===== src/rtl/multiplicator_pkg.sv =====
// Shared types for the radix-4 Booth multiplier: FSM states, Booth digit
// selects and the iteration-count helper.
package multiplicator_pkg;

   typedef enum logic [1:0] {IDLE, CALC, DONE} mult_state_e;

   typedef enum logic [2:0] {ZERO, POS1, POS2, NEG1, NEG2} booth_sel_e;

   function automatic int booth_iter(input int width);
      return width / 2 + 1;
   endfunction

endpackage


===== src/rtl/booth_pp_sel.sv =====
// Radix-4 Booth digit decode: turns a multiplier triplet into a select and
// the matching signed partial product of the extended multiplicand.
module booth_pp_sel
   import multiplicator_pkg::*;
#(
   parameter int WIDTH = 16
) (
   input  logic [2:0]       triplet,
   input  logic [WIDTH+1:0] mcand,
   output booth_sel_e       sel,
   output logic [WIDTH+2:0] pp
);

   logic [WIDTH+2:0] a1, a2;

   // mcand is already sign/zero extended by the caller, so one more sign bit
   // gives A, and a left shift gives 2A without overflow.
   assign a1 = {mcand[WIDTH+1], mcand};
   assign a2 = {mcand, 1'b0};

   always_comb begin
      sel = ZERO;
      case (triplet)
         3'b001, 3'b010: sel = POS1;
         3'b011:         sel = POS2;
         3'b100:         sel = NEG2;
         3'b101, 3'b110: sel = NEG1;
         default:        sel = ZERO;
      endcase
   end

   always_comb begin
      pp = '0;
      case (sel)
         POS1:    pp = a1;
         POS2:    pp = a2;
         NEG1:    pp = -a1;
         NEG2:    pp = -a2;
         default: pp = '0;
      endcase
   end

endmodule


===== src/rtl/booth_multiplicator.sv =====
// Iterative radix-4 Booth multiplier, two multiplier bits per cycle, with
// per-operation signed/unsigned mode and valid/ready on both sides.
module booth_multiplicator
   import multiplicator_pkg::*;
#(
   parameter int WIDTH = 16
) (
   input  logic                 clk,
   input  logic                 reset,
   input  logic                 in_valid,
   output logic                 in_ready,
   input  logic                 in_signed,
   input  logic [WIDTH-1:0]     in_a,
   input  logic [WIDTH-1:0]     in_b,
   output logic                 out_valid,
   input  logic                 out_ready,
   output logic [2*WIDTH-1:0]   out_product
);

   localparam int ITER = booth_iter(WIDTH);
   localparam int EW   = WIDTH + 2;
   localparam int PW   = WIDTH + 3;
   localparam int AW   = 2 * WIDTH + 4;
   localparam int CW   = $clog2(ITER);

   generate
      if ((WIDTH % 2) != 0 || WIDTH < 4) begin : g_bad_width
         $fatal(1, "booth_multiplicator: WIDTH must be even and >= 4");
      end
   endgenerate

   mult_state_e      state, state_nxt;
   logic [EW-1:0]    a_ext;
   logic [EW:0]      b_sh;
   logic [AW-1:0]    acc, acc_nxt, pp_ext;
   logic [CW-1:0]    cnt;
   logic             last;
   booth_sel_e       sel;
   logic [PW-1:0]    pp;

   booth_pp_sel #(.WIDTH(WIDTH)) u_pp_sel (
      .triplet (b_sh[2:0]),
      .mcand   (a_ext),
      .sel     (sel),
      .pp      (pp)
   );

   assign last    = (cnt == CW'(ITER - 1));
   assign pp_ext  = {{(AW - PW){pp[PW-1]}}, pp};
   // cnt counts digits, so the partial product weight is 4^cnt.
   assign acc_nxt = (sel == ZERO) ? acc : acc + (pp_ext << {cnt, 1'b0});

   always_ff @(posedge clk) begin
      if (reset) state <= IDLE;
      else       state <= state_nxt;
   end

   always_comb begin
      state_nxt = state;
      case (state)
         IDLE:    if (in_valid)  state_nxt = CALC;
         CALC:    if (last)      state_nxt = DONE;
         DONE:    if (out_ready) state_nxt = IDLE;
         default:                state_nxt = IDLE;
      endcase
   end

   always_comb begin
      in_ready  = (state == IDLE);
      out_valid = (state == DONE);
   end

   // The mode only matters for the extension, so it is folded into the
   // operand registers at accept and never stored separately.
   always_ff @(posedge clk) begin
      if (reset) begin
         a_ext       <= '0;
         b_sh        <= '0;
         acc         <= '0;
         cnt         <= '0;
         out_product <= '0;
      end else begin
         case (state)
            IDLE: if (in_valid) begin
               a_ext <= in_signed ? {{2{in_a[WIDTH-1]}}, in_a} : {2'b00, in_a};
               b_sh  <= in_signed ? {{2{in_b[WIDTH-1]}}, in_b, 1'b0}
                                  : {2'b00, in_b, 1'b0};
               acc   <= '0;
               cnt   <= '0;
            end
            CALC: begin
               acc  <= acc_nxt;
               cnt  <= cnt + 1'b1;
               b_sh <= b_sh >> 2;
               if (last) out_product <= acc_nxt[2*WIDTH-1:0];
            end
            default: ;
         endcase
      end
   end

endmodule


===== config.mk =====
export PLATFORM = sky130hd
export DESIGN_NAME = booth_multiplicator
export DESIGN_NICKNAME = d
export VERILOG_FILES = /design/src/rtl/multiplicator_pkg.sv /design/src/rtl/booth_pp_sel.sv /design/src/rtl/booth_multiplicator.sv
export SDC_FILE = /design/constraint.sdc
export NUM_CORES = 1
export LEC_CHECK = 0
export CORE_MARGIN = 4
export CORE_UTILIZATION = 47
export DETAILED_ROUTE_END_ITERATION = 8
export PLACE_DENSITY = 0.73
export SYNTH_ARGS = -nofsm -noshare
export SYNTH_HDL_FRONTEND = slang
export SYNTH_HIERARCHICAL = 1
export SYNTH_SLANG_ARGS = --single-unit

===== constraint.sdc =====
create_clock -name clk -period 6 [get_ports clk]
set_input_delay 0.9 -clock clk [delete_from_list [all_inputs] [get_ports clk]]
set_output_delay 0.9 -clock clk [all_outputs]
set_load 0.01 [all_outputs]

== After elaboration in Yosys (flattened, before gate mapping) ==
Cells that the tools add are included.

* Bits of input ports: 37
* Register bits: 111
* Output and inout port bits: 34

* Equal/unequal tests: 17
* Shift-type cells: 1
* Reduce and logical (&&, ||, !) cells: 10
* Muxes and demuxes: 15
* Add/sub/neg operators: 4

{| class="wikitable"
|+ Operator list
! kind !! number
|-
| $pmux 19 s4 || 1
|-
| $mux 36 || 2
|-
| $pmux 36 s2 || 1
|-
| $mux 19 || 2
|-
| $neg 19->19 || 2
|-
| $pmux 19 s2 || 1
|-
| $add 36x36->36 || 1
|-
| $shl 36x5->36 || 1
|-
| $mux 18 || 1
|-
| $eq 3x2->1 const B || 4
|-
| $eq 3x3->1 const B || 4
|-
| $pmux 3 s4 || 1
|-
| $pmux 4 s2 || 1
|-
| $eq 3x1->1 const B || 2
|-
| $mux 2 || 3
|-
| $ne 2x2->1 const B || 3
|-
| $pmux 2 s3 || 1
|-
| $reduce_and 2->1 || 3
|-
| $reduce_and 3->1 || 2
|-
| $add 4x1->4 const B || 1
|-
| $eq 4x4->1 const B || 1
|-
| $mux 4 || 1
|-
| $reduce_or 2->1 || 2
|-
| $logic_not 3->1 || 1
|-
| 5 further kinds || 5
|}

== Logic depth before layout (Yosys ltp) ==
Gate-level depths: netlist of the first run.

* Depth in word-level cells: 9
* Depth in mapped cells: 22
* Gate-level depth less buffers: 21

== Cells and area by module ==
Netlist of the first run, hierarchy kept.

{| class="wikitable"
|+ Modules (own cells, without submodules)
! module !! cells an instance !! instances !! area each (sq um)
|-
| booth_multiplicator || 910 || 1 || 6,799.0
|-
| booth_pp_sel || 147 || 1 || 1,013.5
|}

== Least setup slack after synthesis of the first run ==
No wires, ideal clock.

* Kind: reg2reg
* Start point: reg a_ext[3]
* End point: reg out_product[29]
* Stages on the path, launching flop included: 20
* Path buffers: 1
* Setup slack: 1.351 ns
* Setup time: 0.120 ns
* Arrival time: 4.529 ns
* Clock period less this slack: 4.649 ns
* Path through: dfxtp_1 > buf_6 > nor4_4 > nand2_2 > nor4_4 > mux2_1 > a221o_1 > nor2b_1 > a211oi_1 > a21oi_1 > mux2i_1 > o22ai_1 > ha_1 > nand2_1 > or3_4 > a2111o_1 > o211ai_2 > a41oi_1 > xnor2_1 > o31a_1

* Word-level cells in the longest chain between the ends: 5
* Elaborated cells on any way between the ends: 6
* Classes of those cells: 3 x add/sub; 1 x shift; 2 x mux

{| class="wikitable"
|+ Ends and longest elaborated chain
! item !! RTL line !! RTL
|-
| from (decl) || booth_multiplicator.sv:33 || <nowiki>logic [EW-1:0] a_ext;</nowiki>
|-
| from (signal assigned) || booth_multiplicator.sv:85 || <nowiki>a_ext <= in_signed ? {{2{in_a[WIDTH-1]}}, in_a} : {2'b00, in_a};</nowiki>
|-
| $neg 19->19 (on tied branches) || booth_pp_sel.sv:38, booth_pp_sel.sv:37 ||
|-
| $pmux 19 s4 * || booth_pp_sel.sv:34 || <nowiki>case (sel)</nowiki>
|-
| net pp[16] || booth_multiplicator.sv:39 || <nowiki>logic [PW-1:0] pp;</nowiki>
|-
| $shl 36x5->36 * || booth_multiplicator.sv:51 || <nowiki>assign acc_nxt = (sel == ZERO) ? acc : acc + (pp_ext << {cnt, 1'b0});</nowiki>
|-
| $add 36x36->36 * || booth_multiplicator.sv:51 ||
|-
| $mux 36 * || booth_multiplicator.sv:51 ||
|-
| to (signal assigned) || booth_multiplicator.sv:95 || <nowiki>if (last) out_product <= acc_nxt[2*WIDTH-1:0];</nowiki>
|-
| to (decl) || booth_multiplicator.sv:17 || <nowiki>output logic [2*WIDTH-1:0] out_product</nowiki>
|}

Mark *: on every way through the listed nets, which the timed path passes. The rest lies on a longest branch. The select of a mux whose other input is x is not followed.
A chain may end at the register's enable or synchronous reset.

== Worst setup path after layout of the first run ==
* Start point: reg a_ext[5]
* End point: reg acc[28]

* Word-level cells in the longest chain between the ends: 6
* Elaborated cells on any way between the ends: 7
* Classes of those cells: 3 x add/sub; 1 x shift; 3 x mux

{| class="wikitable"
|+ Ends and longest elaborated chain
! item !! RTL line !! RTL
|-
| $neg 19->19 (on tied branches) || booth_pp_sel.sv:38, booth_pp_sel.sv:37 ||
|-
| $pmux 19 s4 * || booth_pp_sel.sv:34 ||
|-
| net pp[9] || booth_multiplicator.sv:39 ||
|-
| $shl 36x5->36 * || booth_multiplicator.sv:51 ||
|-
| $add 36x36->36 * || booth_multiplicator.sv:51 ||
|-
| $mux 36 * || booth_multiplicator.sv:51 ||
|-
| $pmux 36 s2 * || booth_multiplicator.sv:83 || <nowiki>case (state)</nowiki>
|-
| to (signal assigned) || booth_multiplicator.sv:92 || <nowiki>acc <= acc_nxt;</nowiki>
|-
| to (decl) || booth_multiplicator.sv:35 || <nowiki>logic [AW-1:0] acc, acc_nxt, pp_ext;</nowiki>
|}

Marks and branches as above.

==> summary.txt, run 1 <==
Outcome
  – Outcome: finished, final reports clean

Placed design
  – Port Buffers: 70
  – Placed Instance Area: 8580 sq um
  – Worst slack, placed: 765 ps
  – Detail Placement HPWL: 16000 um
  – GPL Wtd Cong: 0.959
  – Placed Cells: 1278

Pwr
  – Final Power: 0.00197 W
  – Peak supply drop: 0.168 mV
  – PwrDens: 222 nW/um^2
  – Leak Pwr: 3.37 nW

Die
  – Num ports: 71
  – Die height: 137 um
  – Starting density of the core: 48.7%
  – Num rows: 46
  – Core area: 16100 sq um
  – Die width: 137 um
  – Die ar.: 18700 sq um

Yosys
  – Syn_nets: 1129
  – Netlist cell types: 69
  – Synth top area cells: dfxtp_1 (27%), nand2_1 (7.5%), nor2_1 (6.6%)
  – Yosys top cell by area: dfxtp_1
  – FF+latch count, synth: 105
  – Syn Std Cell Area: 7810 sq um
  – Top-area cell type share of the netlist area: 26.9%
  – Synthesized area per cell: 7.39 sq um
  – Synth Flop Type: dfxtp_1
  – Register area share after synthesis: 26.9%
  – FFs w/ async S/R, synth: 0%
  – Post-Synthesis Cells: 1057
  – Yosys warns: 6
  – Number of enable flip-flop cells after synthesis: 0

Final layout
  – Fraction of layout cells with a size suffix above 1: 5.75%
  – Finished Cell Area: 8860 sq um
  – Final Non-Filler Cells: 1294
  – Number of inserted diodes: 0
  – Footprint of the multi-input gates: 5340 sq um
  – Fillers: 1582
  – Register Area: 2100 sq um
  – Post-layout net count: 1145
  – Layout Area Growth over Synthesis: 13.5%

Global route
  – Largest net degree at the start of global routing: 72
  – Global route overflow: 0
  – Total GRT Usage: 24.0%
  – Vias in the first global route: 7171
  – First-pass GRT wire length: 36600 um
  – Initial antenna violation count: 0

Clock tree
  – CTS tree: done
  – Clock transition at path regs: 80 ps
  – Root Buffer: clkbuf_16
  – Clock Latency Late Sink: 360 ps
  – Cts repair resizes: 0
  – Post-CTS Setup Bufs: 0
  – H-tree depth: 3
  – Max Root-Sink Buffers: 2
  – CTS Buf Count: 9
  – Clk sink count: 105
  – CTS Hold Bufs: 0

Routing
  – DR vias/cell: 6.09
  – DRT antenna net count: 0
  – DRT iter0 DRCs: 756
  – Wirelength per Cell: 17.4 um
  – Drt pass-1 iters: 6
  – DRC Markers: 0
  – Routed WL: 22500 um
  – Via count: 7884

Timing
  – Fmax: 188 MHz
  – Final setup vio count: 0
  – RSZ-0062 raised after global routing: no
  – Slew of the pin with the lowest slew margin: 1080 ps
  – Fin Setup TNS: 0 ps
  – Layout Skew: 13.6 ps
  – Fin worst setup slack: 681 ps
  – Final min period: 5320 ps
  – Fin. Hold Viols: 0
  – Final Cycle Share: 88.6%
  – Pins Over Slew Limit: 0
  – Slew headroom: 27.9%

Worst setup path
  – Critical path's slowest cell: nor4_4
  – Worst path cell trace: nor4_4, nand2_2, nor3_1, xor2_1, o221ai_1, mux2i_1, nand2_1, nand2_1, nor2_1, a31oi_1, nor2_1, ha_1, and4_1, and2_1, o31ai_1, nand3_1, a31oi_1, o211ai_1, xor2_1, a22o_1
  – Crit Path Category: flop to flop
  – Worst setup SP type: flop
  – Required time of the critical path: 6260 ps
  – Crit-path max FO: 7
  – Crit path largest cell delay: 570 ps
  – Critical path arrival: 5580 ps
  – CP Capture Type: flop

Hold path
  – Hold Crit Class: flop to flop

Run
  – Max cap viols: 0
==> cells in the final DEF, fill, tap and decap left out, types with 8 or more instances in the layout <==
cell type / n
nand2_1: 157
nor2_1: 137
dfxtp_1: 105
a21oi_1: 93
clkdlybuf4s50_1: 69
nand3_1: 34
ha_1: 34
a211oi_1: 32
nor3_1: 31
o21ai_0: 29
xnor2_1: 26
mux2i_1: 25
a22oi_1: 22
xor2_1: 22
a311oi_1: 20
a31oi_1: 16
buf_4: 15
inv_1: 14
a22o_1: 12
a21o_1: 11
o22ai_1: 10
o21bai_1: 9
clkbuf_16: 9
nor2b_1: 8
mux2_2: 8
or3_1: 8
==> critical path, delay by kind of cell (launching register included) <==
family / cells / cell delay, ps
mux: 1 / 250
compound gates: 6 / 1740
xor+xnor: 2 / 390
fa+ha+maj: 1 / 370
simple gates: 10 / 2090
flops: 1 / 390
==> stage by stage <==
step	utilization [%]	hold WS (ps)
6_report	55.2	474
3_5_place_dp	53.4	468
3_3_place_gp	53.4	456
4_1_cts	55.2	478
5_1_grt	55.2	497
2_1_floorplan	-	433
==> layer usage <==
metal | GRT usage (%) | part of all wire [%] | up-vias
met4 | 7.43 | 1.9 | 0
met3 | 4.41 | 7.1 | 31
met1 | 32.8 | 47 | 3681
met2 | 38.3 | 44 | 298
li1 | - | - | 3874
met5 | 0 | 0 | -
==> synth_stat cells (all sizes together), types with 12 or more instances <==
| cell | number |
|---|---|
| a211oi | 32 |
| nand2 | 160 |
| clkbuf | 65 |
| ha | 34 |
| a31oi | 16 |
| xnor2 | 26 |
| nor2 | 137 |
| buf | 15 |
| xor2 | 22 |
| nand3 | 34 |
| a21oi | 93 |
| dfxtp | 105 |
| mux2i | 25 |
| a22oi | 22 |
| nor3 | 35 |
| a311oi | 20 |
| inv | 15 |
| o21ai | 31 |
| a22o | 12 |
==> cells by family after synthesis <==
| group | after synthesis | synth area share [%] |
|---|---|---|
| AND/OR/NAND/NOR | 428 | 25.0 |
| adder cells (fa/ha/maj) | 35 | 5.70 |
| XOR/XNOR | 48 | 5.38 |
| buffers and inverters | 95 | 4.79 |
| multiplexers | 37 | 5.37 |
| flip-flops | 105 | 26.9 |
| AO/OA/AOI/OAI | 309 | 26.8 |
==> report_power, final <==
| part | switching (W) | internal (W) |
|---|---|---|
| Sequential | 0.0000367 | 0.000723 |
| Clock | 0.000299 | 0.000291 |
| Combinational | 0.000389 | 0.000228 |
| Total | 0.000724 | 0.00124 |
==> path summary, 6_finish.rpt <==
path                           startpoint                      endpoint  slack (ps)  cells past startpoint
max                 a_ext[5]$_SDFFE_PP0P_          acc[28]$_SDFFE_PP0P_         680                     20
min          out_product[28]$_SDFFE_PP0P_  out_product[28]$_SDFFE_PP0P_         470                      2
max reg2reg         a_ext[5]$_SDFFE_PP0P_          acc[28]$_SDFFE_PP0P_         680                     20
min reg2reg  out_product[28]$_SDFFE_PP0P_  out_product[28]$_SDFFE_PP0P_         470                      2
==> layout make-up <==
| class | instances | share of cell area, % |
|---|---|---|
| multi-input cells | 857 | 60.3 |
| flip-flops and latches | 105 | 23.7 |
| repair buffers | 85 | 9.12 |
| well taps | 216 | 3.05 |
| clock buffers | 10 | 2.58 |
| inverters | 15 | 0.635 |
| clock inverters | 6 | 0.621 |
==> state kept, by name (all words and copies together) (netlist names) <==
name,flops
acc,32
out_product,32
b_sh,18
a_ext,17
cnt,4
state,2
(Power assumes the default switching activity.)
==> run 2, diff against run 1 <==
- CELL_PAD_IN_SITES_DETAIL_PLACEMENT: not set -> 1
- CELL_PAD_IN_SITES_GLOBAL_PLACEMENT: not set -> 2
- CORE_UTILIZATION: 47 -> 34
- HOLD_SLACK_MARGIN: not set -> 0.15
- PLACE_DENSITY: 0.73 -> 0.87
==> summary.txt, run 2 (synthesis results as in run 1) <==
Clock tree
  – Clock transition at path regs: 80 ps
  – CTS Buf Count: 9
  – H-tree depth: 3
  – Max Root-Sink Buffers: 2
  – CTS tree: done
  – Clock Latency Late Sink: 360 ps
  – Root Buffer: clkbuf_16
  – CTS Hold Bufs: 0
  – Clk sink count: 105
  – Cts repair resizes: 0
  – Post-CTS Setup Bufs: 0

Routing
  – DR vias/cell: 5.81
  – Wirelength per Cell: 19.4 um
  – Drt pass-1 iters: 4
  – Routed WL: 26400 um
  – DRC Markers: 0
  – DRT iter0 DRCs: 378
  – Via count: 7921
  – DRT antenna net count: 0

Die
  – Num ports: 71
  – Starting density of the core: 34.5%
  – Core area: 22600 sq um
  – Die height: 160 um
  – Die ar.: 25500 sq um
  – Num rows: 55
  – Die width: 160 um

Global route
  – Met3 Use GR: 2.77%
  – Busiest grt layer: met2
  – Total GRT Usage: 20.5%
  – Global route overflow: 0
  – Vias in the first global route: 7882
  – Initial antenna violation count: 0
  – M1 GR Usage: 28.4%
  – Met2 Track Usage GR: 33.0%
  – First-pass GRT wire length: 43300 um
  – Largest net degree at the start of global routing: 82

Timing
  – Final Cycle Share: 92.1%
  – Pins Over Slew Limit: 0
  – Fin Setup TNS: 0 ps
  – Min Hold Slack: 484 ps
  – Final min period: 5530 ps
  – Fin. Hold Viols: 0
  – Slew of the pin with the lowest slew margin: 1190 ps
  – Fmax: 181 MHz
  – Slew headroom: 20.6%
  – Layout Skew: 11.4 ps
  – Final setup vio count: 0
  – RSZ-0062 raised after global routing: no

Worst setup path
  – Critical path arrival: 5780 ps
  – CP delay by family, top: simple AND/OR/NAND/NOR gates
  – Critical path's slowest cell: nor4_4
  – Crit-path max FO: 9
  – Worst Path Buf+Inv: 0
  – Worst path cell trace: nor4_4, nand2_2, nor3_1, xor2_1, o221ai_1, mux2i_1, nand2_1, nand2_1, nor2_1, a31oi_1, nor2_1, ha_1, and4_1, and2_1, o31ai_1, nand3_1, a31oi_1, o211ai_1, xor2_1, a22o_1
  – Required time of the critical path: 6250 ps
  – Crit Path Category: flop to flop
  – Crit path largest cell delay: 530 ps
  – Worst setup SP type: flop
  – CP Capture Type: flop

Outcome
  – Outcome: finished, final reports clean

Final layout
  – Fraction of layout cells with a size suffix above 1: 6.02%
  – Layout Area Growth over Synthesis: 14.8%
  – Fin util: 39.6%
  – Post-layout net count: 1146
  – Fillers: 2772
  – Most common cell after layout, fill and taps aside: nand2_1
  – Commonest cells after routing, fill and taps aside: nand2_1 (156), nor2_1 (137), dfxtp_1 (105)
  – Number of inserted diodes: 0
  – Footprint of the multi-input gates: 5350 sq um
  – Largest regs: acc (32), out_product (32), b_sh (18)
  – Register Area: 2100 sq um

Placed design
  – Port Buffers: 70
  – Detail Placement HPWL: 19400 um
  – GPL Wtd Cong: 0.892

Run
  – Max cap viols: 0

Pwr
  – Peak supply drop: 0.111 mV
  – Leak Pwr: 3.38 nW
  – PwrDens: 223 nW/um^2

Hold path
  – Hold Crit Class: flop to flop
==> run 2: cell count changes in the layout (fill, tap and decap cells not counted), sizes merged <==
| cell | delta |
|---|---|
| clkbuf | -1 |
| clkinv | +1 |
| buf | +1 |
| inv | -1 |
| clkinvlp | +1 |
==> run 2: path summary, 6_finish.rpt <==
kind | slack (ps) | start | endpoint | cells after the start
min reg2reg | 480 | b_sh[17]$_SDFFE_PP0P_ | b_sh[17]$_SDFFE_PP0P_ | 2
max reg2reg | 470 | a_ext[3]$_SDFFE_PP0P_ | acc[28]$_SDFFE_PP0P_ | 20
min | 480 | b_sh[17]$_SDFFE_PP0P_ | b_sh[17]$_SDFFE_PP0P_ | 2
max | 470 | a_ext[3]$_SDFFE_PP0P_ | acc[28]$_SDFFE_PP0P_ | 20
==> run 2: metrics by stage <==
stage	worst slack [ps]	cells	cell area, sq um	power (W)
finish	471	1364	8970	0.00200
global route	71.0	1364	8970	0.00212
CTS	541	1364	8970	0.00201
detailed placement	552	1348	8680	0.00141
global placement	632	1348	8680	0.00140
floorplan	1350	1057	7810	0.00122
==> run 2: worst reg2reg max path: stages (launching register included) <==
cell,delay (ps)
dfxtp_1,430
nor4_4,540
nand2_2,220
nor3_1,380
xor2_1,180
o221ai_1,280
mux2i_1,290
nand2_1,80
nand2_1,140
nor2_1,50
a31oi_1,300
nor2_1,100
ha_1,390
and4_1,260
and2_1,180
o31ai_1,390
nand3_1,190
a31oi_1,410
o211ai_1,230
xor2_1,180
a22o_1,180
==> run 2: metal layers <==
metal / share of wire (%) / vias up / wire [um]
met5: 0 / - / 0
met4: 2.5 / 0 / 653
met3: 4.3 / 40 / 1150
met2: 45 / 194 / 11900
met1: 48 / 3811 / 12700
li1: - / 3876 / -
==> run 2: final cells by class <==
cell class	count	share of cell area (%)
multi-input combinational	857	59.6
clock inverter	7	0.712
tap	285	3.98
sequential	105	23.4
timing repair buffer	86	9.13
inverter	15	0.628
clock buffer	9	2.51
==> run 2: where the power goes <==
group	internal, W	leakage, nW	switching (W)
Combinational	0.000230	2.39	0.000405
Sequential	0.000723	0.853	0.0000389
Clock	0.000291	0.140	0.000311
